==> src/rtl/uart_rx_mmio.sv <==
// Memory-mapped 8N1 UART receiver: two-flop synchroniser, receive FSM, small FIFO,
// and STATUS/DATA registers on the processor data bus.
module uart_rx_mmio #(
  parameter logic [31:0] BASE_ADDR    = 32'h8000_0000,
  parameter int          CLKS_PER_BIT = 868,
  parameter int          FIFO_DEPTH   = 4
) (
  input  logic        clk,
  input  logic        reset,
  input  logic        ip_rx,
  input  logic [31:0] ip_data_addr,
  input  logic        ip_data_rd,
  input  logic        ip_data_wr,
  input  logic [31:0] ip_data_from_proc,
  output logic        op_data_valid,
  output logic [31:0] op_data_to_proc,
  output logic        op_rx_irq
);
  localparam int CW = $clog2(CLKS_PER_BIT);
  localparam int AW = $clog2(FIFO_DEPTH);
  localparam logic [CW-1:0] HALF_BIT = CW'(CLKS_PER_BIT / 2 - 1);
  localparam logic [CW-1:0] FULL_BIT = CW'(CLKS_PER_BIT - 1);
  localparam logic [31:0]   DATA_ADDR = BASE_ADDR + 32'd4;

  typedef enum logic [2:0] {S_IDLE, S_START, S_DATA, S_STOP, S_WAIT_IDLE} state_t;

  logic          r_sync1, r_sync2;
  state_t        r_state;
  logic [CW-1:0] r_baud;
  logic [2:0]    r_bit;
  logic [7:0]    r_shift;
  logic [7:0]    r_mem [FIFO_DEPTH];
  logic [AW:0]   r_wptr, r_rptr;
  logic          r_overrun, r_frame_err, r_irq;

  logic w_rx_s, w_expiry, w_push, w_ferr_set;
  logic w_empty, w_full, w_hit_status, w_hit_data, w_pop, w_push_ok, w_ovr_set;
  logic w_clr_ovr, w_clr_ferr;
  logic [31:0] w_status, w_head;
  logic w_unused;

  assign w_rx_s     = r_sync2;
  assign w_expiry   = (r_baud == '0);
  assign w_push     = (r_state == S_STOP) && w_expiry && w_rx_s;
  assign w_ferr_set = (r_state == S_STOP) && w_expiry && !w_rx_s;

  // Receive FSM; samples land at bit centres because START waits half a bit.
  always_ff @(posedge clk) begin
    if (reset) begin
      r_sync1 <= 1'b1;
      r_sync2 <= 1'b1;
      r_state <= S_IDLE;
      r_baud  <= '0;
      r_bit   <= '0;
      r_shift <= '0;
    end else begin
      r_sync1 <= ip_rx;
      r_sync2 <= r_sync1;
      case (r_state)
        S_IDLE: if (!w_rx_s) begin
          r_baud  <= HALF_BIT;
          r_state <= S_START;
        end
        S_START: if (w_expiry) begin
          if (!w_rx_s) begin
            r_state <= S_DATA;
            r_baud  <= FULL_BIT;
            r_bit   <= '0;
          end else begin
            r_state <= S_IDLE;
          end
        end else r_baud <= r_baud - 1'b1;
        S_DATA: if (w_expiry) begin
          r_shift[r_bit] <= w_rx_s;
          r_baud         <= FULL_BIT;
          if (r_bit == 3'd7) r_state <= S_STOP;
          else               r_bit   <= r_bit + 1'b1;
        end else r_baud <= r_baud - 1'b1;
        S_STOP: if (w_expiry) r_state <= w_rx_s ? S_IDLE : S_WAIT_IDLE;
                else          r_baud  <= r_baud - 1'b1;
        S_WAIT_IDLE: if (w_rx_s) r_state <= S_IDLE;
        default: r_state <= S_IDLE;
      endcase
    end
  end

  assign w_empty      = (r_wptr == r_rptr);
  assign w_full       = (r_wptr[AW] != r_rptr[AW]) && (r_wptr[AW-1:0] == r_rptr[AW-1:0]);
  assign w_hit_status = (ip_data_addr[31:2] == BASE_ADDR[31:2]);
  assign w_hit_data   = (ip_data_addr[31:2] == DATA_ADDR[31:2]);
  assign w_pop        = ip_data_rd && w_hit_data && !w_empty && !reset;
  // A same-cycle pop frees the slot the incoming byte needs.
  assign w_push_ok    = w_push && (!w_full || w_pop);
  assign w_ovr_set    = w_push && w_full && !w_pop;
  assign w_clr_ovr    = ip_data_wr && w_hit_status && !reset && ip_data_from_proc[1];
  assign w_clr_ferr   = ip_data_wr && w_hit_status && !reset && ip_data_from_proc[2];

  always_ff @(posedge clk) begin
    if (w_push_ok && !reset) r_mem[r_wptr[AW-1:0]] <= r_shift;
  end

  always_ff @(posedge clk) begin
    if (reset) begin
      r_wptr      <= '0;
      r_rptr      <= '0;
      r_overrun   <= 1'b0;
      r_frame_err <= 1'b0;
      r_irq       <= 1'b0;
    end else begin
      if (w_push_ok) r_wptr <= r_wptr + 1'b1;
      if (w_pop)     r_rptr <= r_rptr + 1'b1;
      r_overrun   <= (r_overrun   && !w_clr_ovr)  || w_ovr_set;
      r_frame_err <= (r_frame_err && !w_clr_ferr) || w_ferr_set;
      r_irq       <= !w_empty;
    end
  end

  assign w_status = {28'd0, w_full, r_frame_err, r_overrun, !w_empty};
  assign w_head   = w_empty ? 32'd0 : {24'd0, r_mem[r_rptr[AW-1:0]]};

  assign op_data_valid   = ip_data_rd && (w_hit_status || w_hit_data) && !reset;
  assign op_data_to_proc = !op_data_valid ? 32'd0 : (w_hit_status ? w_status : w_head);
  assign op_rx_irq       = r_irq;

  assign w_unused = ^{ip_data_addr[1:0], ip_data_from_proc[31:3], ip_data_from_proc[0]};
endmodule

==> config.mk <==
export PLATFORM = sky130hd
export DESIGN_NAME = uart_rx_mmio
export DESIGN_NICKNAME = d
export VERILOG_FILES = /design/src/rtl/uart_rx_mmio.sv
export SDC_FILE = /design/constraint.sdc
export NUM_CORES = 1
export LEC_CHECK = 0
export ABC_AREA = 1
export CAP_MARGIN = 20
export CELL_PAD_IN_SITES_DETAIL_PLACEMENT = 1
export CELL_PAD_IN_SITES_GLOBAL_PLACEMENT = 1
export CORE_AREA = 5 5 113 115
export CTS_BUF_LIST = sky130_fd_sc_hd__clkbuf_4 sky130_fd_sc_hd__clkbuf_8
export CTS_CLUSTER_DIAMETER = 60
export DETAILED_ROUTE_END_ITERATION = 10
export DIE_AREA = 0 0 118 120
export GPL_ROUTABILITY_DRIVEN = 1
export PLACE_DENSITY = 0.8
export SLEW_MARGIN = 10
export SYNTH_ARGS = -nofsm -noshare
export SYNTH_HDL_FRONTEND = slang
export SYNTH_SLANG_ARGS = --single-unit
==> constraint.sdc <==
create_clock -name clk -period 2.2 [get_ports clk]
set_input_delay 0.44 -clock clk [delete_from_list [all_inputs] [get_ports clk]]
set_output_delay 0.44 -clock clk [all_outputs]
set_load 0.03 [all_outputs]
; ---- Word-level counts from Yosys, hierarchy flattened
; Memory sizes are Yosys's and may differ from the RTL's. A register that Yosys moved wholly into a read port is not among the register bits.
; Cells that the tools add are included.
[word_totals]
ramBits = 32
register_bits = 35
out_inout_bits = 34
elab_cells = 107
input_bits = 69
n_memories = 1
[mem_list]
columns = name, words, width, read_ports, rd_clocked_by_memory_dff, write_ports, line
row1 = r_mem, 4, 8, 1, 1, 1, 32  ; logic [7:0] r_mem [FIFO_DEPTH];
[op_classes]
n_eq_ne = 20
muxes = 30
magnitude_cmp = 2
n_addsub = 4
n_reduce_logical = 39
[ops]
columns = op, n
row1 = 30-bit == test (second input constant), 2
row2 = 10-bit 2-to-1 mux, 5
row3 = 10-bit case mux with 4 select lines, 1
row4 = 3-bit 2-to-1 mux, 11
row5 = 8-bit 2-to-1 mux, 3
row6 = 1-bit logical AND, 20
row7 = 2-bit != test (second input constant), 9
row8 = 3-bit case mux with 5 select lines, 1
row9 = 10-bit logical NOT, 1
row10 = 10-bit by 1-bit subtractor with 10-bit output (second input constant), 1
row11 = 3-bit by 1-bit adder with 3-bit output (second input constant), 3
row12 = 8-bit bitwise mux, 1
row13 = 1-bit logical NOT, 7
row14 = 3-bit by 2-bit == test with 1-bit output (second input constant), 2
row15 = 3-bit == test (second input constant), 2
row16 = 2-bit 2-to-1 mux, 3
row17 = 3-bit case mux with 2 select lines, 1
row18 = 6-bit AND reduction, 1
row19 = 5-bit AND reduction, 1
row20 = 1-bit logical OR, 4
row21 = 3-bit by 4-bit less-than comparator with 1-bit output (second input constant), 1
row22 = 4-bit AND reduction, 1
row23 = 4-bit nonzero test, 1
row24 = 1-bit demux with 3-bit select, 1
row25 = 10 further kinds, 12

; ---- Depth between registers and ports, before layout
; Gate-level depths: netlist of run 1.
[logic_depth]
ltp_word = 9
mapped_depth = 11

; ---- Worst setup path after synthesis of run 1
; No wires, ideal clock.
[synth_path]
path_kind = input to output
from = input port ip_data_addr[19]
to = output port op_data_to_proc[1]
arrival_ns = 1.705
path_slack_ns = 0.055
path_stages = 9
n_path_buf = 0
path_cell_list = nor2_1 -> nand2_1 -> nor2_1 -> nand3b_1 -> nor2_2 -> nand2_1 -> o21ai_1 -> nand2_1 -> nor2_1
[synth_via]
elab_chain_len = 5
word_cells_on_any_way = 7
[synth_rtl]
columns = element, line
row1 = "start, declared", 11  ; input logic [31:0] ip_data_addr,
row2 = "30-bit == test, on equally long branches", "89, 90"
row3 = 1-bit logical OR, 121  ; assign op_data_valid = ip_data_rd && (w_hit_status || w_hit_data) && !reset;
row4 = 1-bit logical AND (2 in a row), 121
row5 = 8-bit 2-to-1 mux *, 122  ; assign op_data_to_proc = !op_data_valid ? 32'd0 : (w_hit_status ? w_status : w_head);
row6 = "end, declared", 16  ; output logic [31:0] op_data_to_proc,
; Every way passes the cells marked *; elsewhere a longest branch is shown, timed or not.

; ---- Worst setup path after layout of run 1
[layout_path]
from = input port ip_data_addr[30]
to = output port op_data_to_proc[5]
; The elaborated chain is that of the path after synthesis.

==> metrics.txt, run 1 <==
Post-synth EDFFs 32; largest net degree at the start of global routing 24; gpl congestion 0.8598; Num Clock Sinks 69; Die Span Y 120 um; critical path class in -> out; sequential area share after synthesis 45.45%; Max Fclk 444.5 MHz; compound-cell area share of the yosys netlist 9.759%; r2r endpoint r_mem[0][3]; synth top area cells edfxtp_1 26%, dfxtp_1 20%, nand2_1 8.8%; DR WL/cell 15.66 um; Worst setup EP type output port; Peak supply drop 0.0003863 V; multi-input logic area 1896 um2; fillers 1436; final core utilization 41.04%; fin. max-slew vios 0; Critical R2R Launch r_baud[0]; failing checks negative setup slack; FF-to-FF setup slack 120 ps; Top FF cell, synth dfxtp_1; status complete, but fails checks; pwr dens 874.3 nW/um2; Synth area leader edfxtp_1; Detail Placement HPWL 7879 um; vias per cell 4.782; top cell type's share of synthesized area 25.67%; Synth Cell Area 3744 um2; Worst Setup SP ip_data_addr[30]; Total Nets Final 619; CTS H-Tree Depth 3; unrepaired setup endpoints after global routing true; Max-Cap Viols 0; CTS max path bufs 2; Reg area 1708 um2; setup slack after layout -49.75 ps; met2 global-route usage 28.43%; xor-xnor portion of the synthesized cell area 1.170%; FF-to-FF path depth 9; Die Area 14160 um2; final hold vios 0; antenna cells 0; Clock Latency Late Sink 350 ps; yosys warns 0; adder-cell share of the synthesized area 3.008%; fraction of layout cells with a size suffix above 1 27.29%; DRC 0; Hold Path Class reg -> reg; Hold Path Depth 1; CP startpoint kind input pin; Final setup viols 8; Global Route met1 Usage 17.14%; Ports 103; Crit path arrival time 1810 ps; Clock Tree Root clkbuf_8; # rows 40; post-route setup TNS -164.2 ps; Worst Skew 12.48 ps; Post-synth top cells 88 x nand2_1, 76 x nor2_1, 42 x inv_1, 37 x dfxtp_1, 32 x edfxtp_1; FF+latch count, synth 69; GRT overflow 0; WL final 10850 um; syn_area_per_cell 8.033 um2; final period utilization 102.3%; Period minus WS final 2250 ps; initial antenna violation count 0; DR iter-0 viols 74; vias in the first global route 3608; CTS Hold Bufs 0; post-route ant nets 0; static leakage 0.002030 uW; Crit Path Max Fanout 3; CTS buffer count 9; Async SR Flop Fraction 0%; CTS tree yes; CP endpoint op_data_to_proc[5]; Clock transition at path regs 70 ps; first-pass GRT wire length 17550 um; simple-gate share of the synthesized area 29.85%; total track usage 15.19%; mux contribution to synthesized area 0%; Fin Hold WS 411.7 ps; Area growth syn-to-layout 28.38%; most numerous cell in the Yosys netlist nand2_1; I/O Buffers 46; Via Count 3314; Syn Inst Count 466; CP Data Required Time 1760 ps; Die X-Extent 118 um; main combinational cell family by area after synthesis simple AND/OR/NAND/NOR gates; Most Used Layer, Global Route met2; Placeable Area 11710 um2; starting density of the core 31.97%; met3 usage 3.864%; Synth cell types 37; drt first pass iters 4
==> layout make-up <==
type | count | area share (%)
inverters | 47 | 3.801
well taps | 147 | 3.827
clock buffers | 11 | 2.890
flip-flops and latches | 69 | 35.54
multi-input cells | 340 | 39.44
repair buffers | 74 | 12.89
clock inverters | 5 | 1.614
==> logic make-up after synthesis <==
kind of cell / after synthesis
and+or+nand+nor: 233
AOI/OAI and AO/OA: 69
DFF: 69
other: 1
xor gates and xnor gates: 5
buffers and inverters: 80
adders and majority gates: 9
==> worst min-delay path by stage <==
| stage | from | end | slack, ps |
|---|---|---|---|
| floorplan | r_sync1 | r_sync2 | 390 |
| global placement | r_sync1 | r_sync2 | 400 |
| detailed placement | r_sync1 | r_sync2 | 400 |
| CTS | r_sync1 | r_sync2 | 420 |
| global route | r_sync1 | r_sync2 | 430 |
| finish | r_sync1 | r_sync2 | 410 |
==> metrics by stage <==
step | instances | total power, uW | instance area [um2] | setup slack [ps]
2_1_floorplan | 489 | 2670 | 3830 | 55.18
3_3_place_gp | 668 | 2940 | 4374 | -473.0
3_5_place_dp | 668 | 3015 | 4374 | -574.2
4_1_cts | 688 | 4179 | 4671 | -78.04
5_1_grt | 693 | 4478 | 4806 | -141.2
6_report | 693 | 4202 | 4806 | -49.75
==> report_power, final <==
part	total (uW)	switching (uW)	internal [uW]
registers	1560	121	1440
logic	1470	946	524
clock network	1170	509	661
==> state kept, by name (all words and copies together), names as in the netlist, named ones only <==
register,cells
r_baud,10
r_bit,3
r_state,3
r_overrun,1
r_wptr,3
r_rptr,3
r_mem,32
r_sync1,1
op_rx_irq,1
r_sync2,1
r_shift,8
r_frame_err,1
==> repair_timing <==
action / CTS / global route
resized for setup: 127 / 44
endpoints found under the setup margin: 19 / 31
pin swaps: 32 / 23
buffers inserted: 4 / 5
==> critical path: stages <==
cell             delay [ps]
clkdlybuf4s15_1         210
nor3_2                  140
nand3b_1                140
nor2_4                  150
nand2_2                 100
o21ai_4                 240
inv_2                    90
nor2_1                  120
buf_4                   180
==> per-layer routing <==
layer | wire [um] | share of wire (%) | vias to the layer above
li1 | - | - | 1630
met5 | 0 | 0 | -
met1 | 4568 | 42 | 1591
met4 | 171 | 1.6 | 0
met2 | 5646 | 52 | 81
met3 | 462 | 4.3 | 12
==> placed cells by master, fill, tap and decap left out, drive strengths merged, types with 2 or more instances in the layout <==
| master | Yosys | layout |
|---|---|---|
| nand2 | 95 | 95 |
| nor3b | 4 | 4 |
| a21oi | 24 | 24 |
| xor2 | 3 | 3 |
| dfxtp | 37 | 37 |
| nor4 | 2 | 2 |
| clkdlybuf4s15 | 0 | 3 |
| edfxtp | 32 | 32 |
| clkinv | 0 | 2 |
| dlygate4sd2 | 0 | 5 |
| or2 | 3 | 3 |
| nand3 | 23 | 23 |
| inv | 47 | 46 |
| conb | 1 | 24 |
| ha | 9 | 9 |
| bufinv | 0 | 2 |
| nor2 | 83 | 83 |
| clkdlybuf4s50 | 0 | 6 |
| o22ai | 5 | 5 |
| clkbuf | 6 | 16 |
| nand4 | 4 | 4 |
| o21a | 2 | 2 |
| xnor2 | 2 | 2 |
| clkinvlp | 0 | 2 |
| o21ai | 34 | 34 |
| a211oi | 3 | 3 |
| nor3 | 17 | 17 |
| buf | 27 | 55 |
(Power assumes the default switching activity.)
==> run 2, diff against run 1 <==
--- a/config.mk
+++ b/config.mk
@@ -9,13 +9,14 @@
 export CAP_MARGIN = 20
 export CELL_PAD_IN_SITES_DETAIL_PLACEMENT = 1
 export CELL_PAD_IN_SITES_GLOBAL_PLACEMENT = 1
-export CORE_AREA = 5 5 113 115
+export CORE_AREA = 5 5 108 110
 export CTS_BUF_LIST = sky130_fd_sc_hd__clkbuf_4 sky130_fd_sc_hd__clkbuf_8
 export CTS_CLUSTER_DIAMETER = 60
 export DETAILED_ROUTE_END_ITERATION = 10
-export DIE_AREA = 0 0 118 120
+export DIE_AREA = 0 0 113 115
 export GPL_ROUTABILITY_DRIVEN = 1
-export PLACE_DENSITY = 0.8
+export PLACE_DENSITY = 0.83
+export REMOVE_ABC_BUFFERS = 1
 export SLEW_MARGIN = 10
 export SYNTH_ARGS = -nofsm -noshare
 export SYNTH_HDL_FRONTEND = slang
==> constraint.sdc (replaced) <==
create_clock -name clk -period 2.28 [get_ports clk]
set_input_delay 0.456 -clock clk [delete_from_list [all_inputs] [get_ports clk]]
set_output_delay 0.456 -clock clk [all_outputs]
set_load 0.03 [all_outputs]
==> run 2 against run 1 <==
Effect of this change:
- the run still ends with negative setup slack left
- worst hold slack gained 3.3 ps
- power decreased by 7.3%
- setup slack gained 34 ps
- final area up 1.1%
- clock power down 13%
- die area decreased by 8.2%
- core utilization is 4.8 points higher
- clock skew about the same
- sequential share of layout area down 0.45 points
- critical endpoint is now op_data_to_proc[4]
- largest cell class unchanged
==> metrics.txt, run 2 (synthesis results as in run 1) <==
CTS Hold Bufs 0 (unchanged); Area growth syn-to-layout 29.75%; total track usage 16.55% (+1.4 points); multi-input logic area 1917 um2 (+1.1%); Worst Skew 12.50 ps (+0.02610 ps); CP endpoint op_data_to_proc[4]; WL final 10630 um (-2.0%); Die Span Y 115 um (-4.2%); post-route ant nets 0 (unchanged); CTS H-Tree Depth 3 (unchanged); Die X-Extent 113 um (-4.2%); maximum single-stage delay on the critical path 230 ps (about the same); Total Nets Final 627 (+1.3%); pwr dens 801.6 nW/um2 (-8.3%); initial antenna violation count 0 (unchanged); Detail Placement HPWL 7567 um (-4.0%); drt first pass iters 4 (unchanged); FF-to-FF path depth 9 (unchanged); first-pass GRT wire length 17180 um (-2.1%); Period minus WS final 2296 ps; starting density of the core 35.31% (+3.3 points); status complete, but fails checks; Die Area 13000 um2 (-8.2%); Placeable Area 10600 um2 (-9.5%); fin. max-slew vios 0 (unchanged); GRT overflow 0 (unchanged); Critical R2R Launch r_baud[0]; commonest non-fill, non-tap cell in the layout nand2_1; final period utilization 100.7%; Reg area 1704 um2 (-0.22%); DR iter-0 viols 84 (+14%); vias in the first global route 3580 (-0.78%); Final setup viols 2 (-6); WP depth 11 (+2); Ports 103 (unchanged); Hold Path Class reg -> reg; CP Data Required Time 1820 ps (+60 ps); Worst setup EP type output port; FF-to-FF setup slack 140 ps (+20 ps); Clock Latency Late Sink 360 ps (about the same); static leakage 0.002081 uW (+2.5%); Max-Cap Viols 0 (unchanged); pre-CTS setup slack -464.7 ps (+109.4 ps); final hold vios 0 (unchanged); setup slack after layout -15.61 ps (+34.14 ps); largest net degree at the start of global routing 24 (unchanged); max reg flops 32 (unchanged); worst-path cell chain buf_6, nor2_4, nand2_1, nor2_2, nand3b_1, nor2_4, nand2_2, o21ai_4, inv_2, nor2_1, buf_4; r2r endpoint r_mem[0][7]; slowest cell on the critical path o21ai_4; CTS buffer count 9 (unchanged); critical path class in -> out; unrepaired setup endpoints after global routing true; Num Clock Sinks 69 (unchanged); Crit path arrival time 1840 ps (+30 ps); placed insts 660 (-1.2%); fillers 1303 (-9.3%); Clock Tree Root clkbuf_8; Buffers & Inverters on Critical Path 3 (unchanged); Final Total Pwr 3893 uW (-7.3%); Max Fclk 435.6 MHz; Worst Setup SP ip_data_addr[18]; Peak supply drop 0.0005053 V (+31%); DRC 0 (unchanged); gpl congestion 0.8611 (+0.15%); Clock transition at path regs 80 ps (about the same); Crit Path Max Fanout 3 (unchanged); cell mode on critical path nor2_4; CTS max path bufs 2 (unchanged); fraction of layout cells with a size suffix above 1 28.34% (+1.0 points); CP startpoint kind input pin; failing checks negative setup slack; antenna cells 0 (unchanged); Via Count 3326 (+0.36%); commonest non-fill, non-tap cells in the layout 82 x nand2_1, 58 x nor2_1, 35 x inv_1, 35 x dfxtp_1; vias per cell 4.793 (+0.22%); Layout Cells excl Fill 694 (+0.14%); I/O Buffers 46 (unchanged); # rows 38 (-5.0%); CP delay by family, top simple AND/OR/NAND/NOR gates; CTS tree yes; DR WL/cell 15.31 um (-2.2%)
-- run 2: cell types whose count changed in the layout (fill, tap and decap cells not counted), sizes merged --
cell and change:
clkinvlp -1, inv +3, clkbuf -4, bufinv -1
clkinv +1, buf +11, clkdlybuf4s15 -1
-- run 2: layout make-up --
cell class / count / share of cell area [%]
clock buffer: 9 / 2.550
clock inverter: 7 / 1.520
inverter: 47 / 3.684
multi-input combinational: 340 / 39.46
sequential: 69 / 35.08
tap: 140 / 3.606
timing repair buffer: 82 / 14.09
-- run 2: metal layers --
layer	vias to the layer above	wire length (um)	global-route usage (%)
met4	0	222	6.971
met1	1568	4366	17.74
li1	1649	-	-
met5	-	0	0
met3	19	493	3.632
met2	90	5544	31.28
-- run 2: what timing repair did --
| item | in CTS | in global routing |
|---|---|---|
| resized for setup | 122 | 52 |
| pin swaps | 30 | 15 |
| setup endpoints to repair | 17 | 41 |
| buffers inserted | 14 | 4 |
-- run 2: worst reg2reg max path, stage by stage, from the launching register on --
cell,delay (ps)
dfxtp_1,340
inv_1,140
ha_1,240
nand3_2,140
nor2_8,190
nand2_2,130
nor2_4,150
nand2_4,110
nor3b_4,240
buf_6,180
-- run 2: power by group --
group	switching, uW	internal (uW)	total (uW)
Combinational	896	466	1360
Clock	510	510	1020
Sequential	121	1390	1510
-- run 2: worst min-delay path by stage --
stage                        from       to  cells past startpoint  slack [ps]
after floorplan           r_sync1  r_sync2                      1         390
after global placement    r_sync1  r_sync2                      1         390
after detailed placement  r_sync1  r_sync2                      1         400
after CTS                 r_sync1  r_sync2                      1         420
after global routing      r_sync1  r_sync2                      1         450
final                     r_sync1  r_sync2                      1         420
-- run 2: through the flow --
step	util (%)	TNS, ps	instance area [um2]	hold WS [ps]
2_1_floorplan	-	-250.0	3610	389.5
3_3_place_gp	41.10	-8898	4358	394.0
3_5_place_dp	41.10	-11550	4358	399.3
4_1_cts	44.10	0	4676	419.2
5_1_grt	45.81	-2193	4857	449.9
6_report	45.81	-16.34	4857	415.0
